$ cat config.mk
export PLATFORM = sky130hd
export DESIGN_NAME = serial_sub_flat
export DESIGN_NICKNAME = d
export VERILOG_FILES = /design/src/rtl/serial_sub_if.sv /design/src/rtl/serial_sub.sv /design/src/flat_wrapper.sv
export SDC_FILE = /design/constraint.sdc
export NUM_CORES = 1
export LEC_CHECK = 0
export BUFFER_PORTS_ARGS = -buffer_cell sky130_fd_sc_hd__buf_2
export CORE_MARGIN = 1
export CORE_UTILIZATION = 30
export DETAILED_ROUTE_END_ITERATION = 6
export PLACE_DENSITY = 0.49
export RECOVER_POWER = 100
export SYNTH_ARGS = -nofsm -noshare
export SYNTH_HDL_FRONTEND = slang
export SYNTH_SLANG_ARGS = --single-unit
$ cat constraint.sdc
create_clock -name clk -period 3.9 [get_ports clk]
set_input_delay 0.195 -clock clk [delete_from_list [all_inputs] [get_ports clk]]
set_output_delay 0.195 -clock clk [all_outputs]
set_load 0.03 [all_outputs]
$ cat src/rtl/serial_sub_if.sv
// serial_sub_if: operand/result handshake bundle for serial_sub
//   master: drives in_valid, a, b, out_ready; observes in_ready and the result
//   slave:  accepts operands, returns diff/borrow/overflow/zero under out_valid
interface serial_sub_if #(parameter int WIDTH = 32) ();
   logic             in_valid;
   logic             in_ready;
   logic [WIDTH-1:0] a;
   logic [WIDTH-1:0] b;
   logic             out_valid;
   logic             out_ready;
   logic [WIDTH-1:0] diff;
   logic             borrow;
   logic             overflow;
   logic             zero;
   modport master (output in_valid, a, b, out_ready, input in_ready, out_valid, diff, borrow, overflow, zero);
   modport slave (input in_valid, a, b, out_ready, output in_ready, out_valid, diff, borrow, overflow, zero);
endinterface

$ cat src/rtl/serial_sub.sv
// serial_sub: multi-cycle a - b, one DIGIT-bit slice per clock with a registered borrow chain
//   clk, rst_n (async active-low); bus (slave): in_valid/in_ready + a, b in; out_valid/out_ready + diff, borrow, overflow, zero out
module serial_sub #(
   parameter int WIDTH = 32,
   parameter int DIGIT = 8
) (
   input logic         clk,
   input logic         rst_n,
   serial_sub_if.slave bus
);
   localparam int N = WIDTH / DIGIT;
   localparam int CW = N > 1 ? $clog2(N) : 1;
   localparam int IW = WIDTH > 1 ? $clog2(WIDTH) : 1;
   localparam logic [CW-1:0] LAST = CW'(N - 1);
   typedef enum logic [1:0] {IDLE, RUN, DONE} state_t;
   state_t           state, state_n;
   logic [WIDTH-1:0] a_q, b_q, res, diff_n;
   logic [CW-1:0]    k;
   logic [IW-1:0]    idx;
   logic [DIGIT:0]   sum;
   logic             carry;
   logic             last;
   assign idx = IW'(k * DIGIT);
   assign last = k == LAST;
   always_ff @(posedge clk or negedge rst_n)
      if (!rst_n) state <= IDLE;
      else state <= state_n;
   always_comb
      state_n = state == IDLE ? (bus.in_valid ? RUN : IDLE) :
                state == RUN  ? (last ? DONE : RUN) :
                                (bus.out_ready ? IDLE : DONE);
   always_comb begin
      bus.in_ready = state == IDLE;
      bus.out_valid = state == DONE;
   end
   // carry starts at 1 so each slice computes a + ~b + 1 across the whole word
   always_comb begin
      sum = {1'b0, a_q[idx +: DIGIT]} + {1'b0, ~b_q[idx +: DIGIT]} + (DIGIT + 1)'(carry);
      diff_n = res;
      diff_n[idx +: DIGIT] = sum[DIGIT-1:0];
   end
   // outputs only load on the last slice, so a partial result is never visible
   always_ff @(posedge clk or negedge rst_n)
      if (!rst_n) begin
         a_q <= '0;
         b_q <= '0;
         res <= '0;
         k <= '0;
         carry <= 1'b0;
         bus.diff <= '0;
         bus.borrow <= 1'b0;
         bus.overflow <= 1'b0;
         bus.zero <= 1'b0;
      end else if (state == IDLE && bus.in_valid) begin
         a_q <= bus.a;
         b_q <= bus.b;
         k <= '0;
         carry <= 1'b1;
      end else if (state == RUN) begin
         res <= diff_n;
         carry <= sum[DIGIT];
         k <= k + 1'b1;
         if (last) begin
            bus.diff <= diff_n;
            bus.borrow <= ~sum[DIGIT];
            bus.overflow <= (a_q[WIDTH-1] != b_q[WIDTH-1]) && (diff_n[WIDTH-1] != a_q[WIDTH-1]);
            bus.zero <= diff_n == '0;
         end
      end
endmodule

$ cat src/flat_wrapper.sv
// flat-port wrapper written by rule: the top's interface ports become plain ports
module serial_sub_flat 
#(
   parameter int WIDTH = 32,
   parameter int DIGIT = 8
)
  (clk, rst_n, bus_in_valid, bus_a, bus_b, bus_out_ready, bus_in_ready, bus_out_valid, bus_diff, bus_borrow, bus_overflow, bus_zero);
  serial_sub_if #(.WIDTH(WIDTH)) bus_i ();
  input logic clk;
  input logic rst_n;
  input wire logic [$bits(bus_i.in_valid)-1:0] bus_in_valid;
  input wire logic [$bits(bus_i.a)-1:0] bus_a;
  input wire logic [$bits(bus_i.b)-1:0] bus_b;
  input wire logic [$bits(bus_i.out_ready)-1:0] bus_out_ready;
  output wire logic [$bits(bus_i.in_ready)-1:0] bus_in_ready;
  output wire logic [$bits(bus_i.out_valid)-1:0] bus_out_valid;
  output wire logic [$bits(bus_i.diff)-1:0] bus_diff;
  output wire logic [$bits(bus_i.borrow)-1:0] bus_borrow;
  output wire logic [$bits(bus_i.overflow)-1:0] bus_overflow;
  output wire logic [$bits(bus_i.zero)-1:0] bus_zero;
  assign bus_i.in_valid = bus_in_valid;
  assign bus_i.a = bus_a;
  assign bus_i.b = bus_b;
  assign bus_i.out_ready = bus_out_ready;
  assign bus_in_ready = bus_i.in_ready;
  assign bus_out_valid = bus_i.out_valid;
  assign bus_diff = bus_i.diff;
  assign bus_borrow = bus_i.borrow;
  assign bus_overflow = bus_i.overflow;
  assign bus_zero = bus_i.zero;
  serial_sub #(.WIDTH(WIDTH), .DIGIT(DIGIT)) u_core (.clk(clk), .rst_n(rst_n), .bus(bus_i));
endmodule
==> flow_summary.json <==
{
  "status": "complete, but fails checks",
  "violations": "max-capacitance violations, max-slew violations",
  "setup_ws_ps": 345,
  "fp.dieW_um": 150,
  "critPathMaxFanout": 10,
  "max_cap_viol_count": 3,
  "whs_ps": 13.4,
  "die_area_sq_um": 22600,
  "htreeDepth": 4,
  "die_h_um": 150,
  "area_growth_pct": 29.7,
  "syn_inst": 715,
  "first_pass_iters": 4,
  "cts_buffers": 17,
  "worstSetupPathType": "flip-flop to flip-flop",
  "start_util_pct": 31.0,
  "grt_max_degree": 67,
  "antenna_found_initial": 0,
  "cp.required_ps": 4200,
  "fin_crit_ps": 3560,
  "synth_area_per_cell_sq_um": 9.24,
  "nets": 961,
  "wirelength_um": 18000,
  "core-area_sq_um": 21300,
  "hold_path_class": "input port to flip-flop",
  "overflow": 0,
  "cts-root-buf": "clkbuf_16",
  "num_rows": 53,
  "port_buffers": 104,
  "synthArstFlopShare_pct": 100,
  "wl_per_cell_um": 15.5,
  "antenna_cells": 0,
  "first_global_vias": 5414,
  "synth_edf_count": 0,
  "synthTopCellsByCount": "nand2_1 (254), dfrtp_1 (136), o21ai_0 (53)",
  "fill_cells": 2161,
  "clkSlewWorstSetupHoldPaths_ps": 60,
  "synth_top_family_by_area": "simple AND/OR/NAND/NOR gates",
  "synth_nets": 798,
  "synth_fa_ha_area_share_pct": 3.07,
  "worst_setup_path_start_kind": "flip-flop",
  "yosysWarnings": 0,
  "hpwlAfterDp_um": 12400,
  "synth-seq-area-share_pct": 51.5,
  "slew_headroom_pct": -86.0,
  "hold_violations": 0,
  "finClkSkew_ps": 11.9,
  "cpPeakStageDelay_ps": 520,
  "finalCritPeriodShare_pct": 91.2,
  "synth_area_leaders": "dfrtp_1 (51%), nand2_1 (14%), mux4_2 (5.5%)",
  "regArea_sq_um": 3400,
  "grt_pass1_wl_um": 29100,
  "drcViolationCount": 0,
  "critical_path_buf_inv_count": 4,
  "gp_congestion": 0.796,
  "postRouteAntennaNets": 0,
  "yosysTopAreaCell": "dfrtp_1",
  "path_cells": "buf_4, mux4_2, inv_1, fa_1, inv_1, fa_1, a211oi_1, nor2_1, xnor2_1, clkbuf_1, o21ai_0, nand4_1, o31ai_1",
  "grt_util_all_layers_pct": 17.0,
  "synth_most_common_cell": "nand2_1",
  "yosysTopAreaCellShare_pct": 51.5,
  "via_count": 5444,
  "final-setup-viol-count": 0,
  "cts.sinks": 136,
  "rsz0062_at_grt": "false",
  "multiInputGateArea_sq_um": 2960,
  "cts_tree": "built",
  "viasPerCell": 4.67,
  "drtIter0Drc": 302,
  "max_freq_mhz": 281,
  "rrSetupSlack_ps": 340,
  "synthFlopType": "dfrtp_1",
  "critPathTopFamily": "buffers and inverters",
  "synth_xor_area_share_pct": 0.398,
  "worstMarginPinSlew_ps": 2790,
  "critPathArrivalTime_ps": 3860,
  "dpl_worst_slack_ps": 517,
  "muxShareOfSynthArea_pct": 6.08,
  "cp-end-kind": "flip-flop",
  "synth-simple-area-share_pct": 22.7,
  "worst_path_max_delay_cell": "mux4_2",
  "synth.distinct_cells": 52,
  "yosys_register_bits": 136,
  "drive_above_1_share_pct": 15.2,
  "pin_count": 105,
  "syn-cell-area_sq_um": 6610,
  "cts.path.max_buffers": 2,
  "setup-tns-final_ps": 0,
  "finalMaxSlewViolations": 199,
  "synth_compound_area_share_pct": 12.7,
  "clk_latency_ps": 430
}
-- kinds of logic after synthesis --
logic type	Yosys count
compound gates	135
xor+xnor	3
fa+ha+maj	15
buf+inv	61
flops	136
mux	20
simple gates	345
-- tightest hold or removal path, delay by kind of cell --
kind,cells,cell delay [ps]
AND/OR/NAND/NOR,2,130
buffers and inverters,1,70
-- repair_timing --
action,CTS,global route
hold buffers,63,0
endpoints found under the hold margin,124,0
buffers inserted,0,0
resized for setup,0,0
-- per-layer routing --
layer	part of all wire, %	GRT usage [%]
met1	48	23.0
met2	47	27.3
met3	3.7	4.15
met4	1.2	3.79
met5	0	0
-- path summary, 6_finish.rpt --
kind,cells past startpoint,start,to
max,13,u_core.k[0],u_core.bus.zero
min,3,bus_b[8],u_core.b_q[8]
max reg2reg,13,u_core.k[0],u_core.bus.zero
min reg2reg,2,u_core.b_q[29],u_core.b_q[29]
max in group asynchronous,3,rst_n,u_core.k[1]
min in group asynchronous,2,rst_n,u_core.bus.diff[27]
-- area by class of cell --
cell class / count / share of cell area (%)
clock inverters: 13 / 1.42
multi-input cells: 518 / 34.6
clock buffers: 19 / 5.17
flip-flops and latches: 136 / 39.7
inverters: 19 / 0.832
repair buffers: 186 / 14.3
well taps: 275 / 4.01
-- per-stage QoR --
stage,util [%],instances,instance area (sq um)
after floorplan,-,715,6610
after global placement,35.0,1071,7460
after detailed placement,35.0,1071,7460
after CTS,40.7,1166,8650
after global routing,40.3,1166,8570
final,40.3,1166,8570
-- placed cells by master (no fill, tap or decap), drive strengths merged, types with 4 or more instances in the layout --
cell type    synthesis  routed
a22o                18      18
clkbuf              33      63
dfrtp              136     136
dlygate4sd3          0      63
inv                 19      22
buf                  9      79
nor2                20      20
nand2              254     254
a21oi               33      33
nand3                4       4
a31oi               10      10
and2                 4       4
nor4                 5       5
clkinv               0       7
o21ai               53      53
mux4                16      16
nor3                 6       6
ha                  13      13
nor2b               33      33
-- flip-flops by register name, indices dropped and copies added, names as in the netlist, 2 cells and up --
signal           count
u_core.a_q          32
u_core.b_q          32
u_core.bus.diff     32
u_core.k             2
u_core.res          32
u_core.state         2
Power is not shown: default switching activity piles up to over one toggle a cycle in this logic, so the estimate is an artifact.
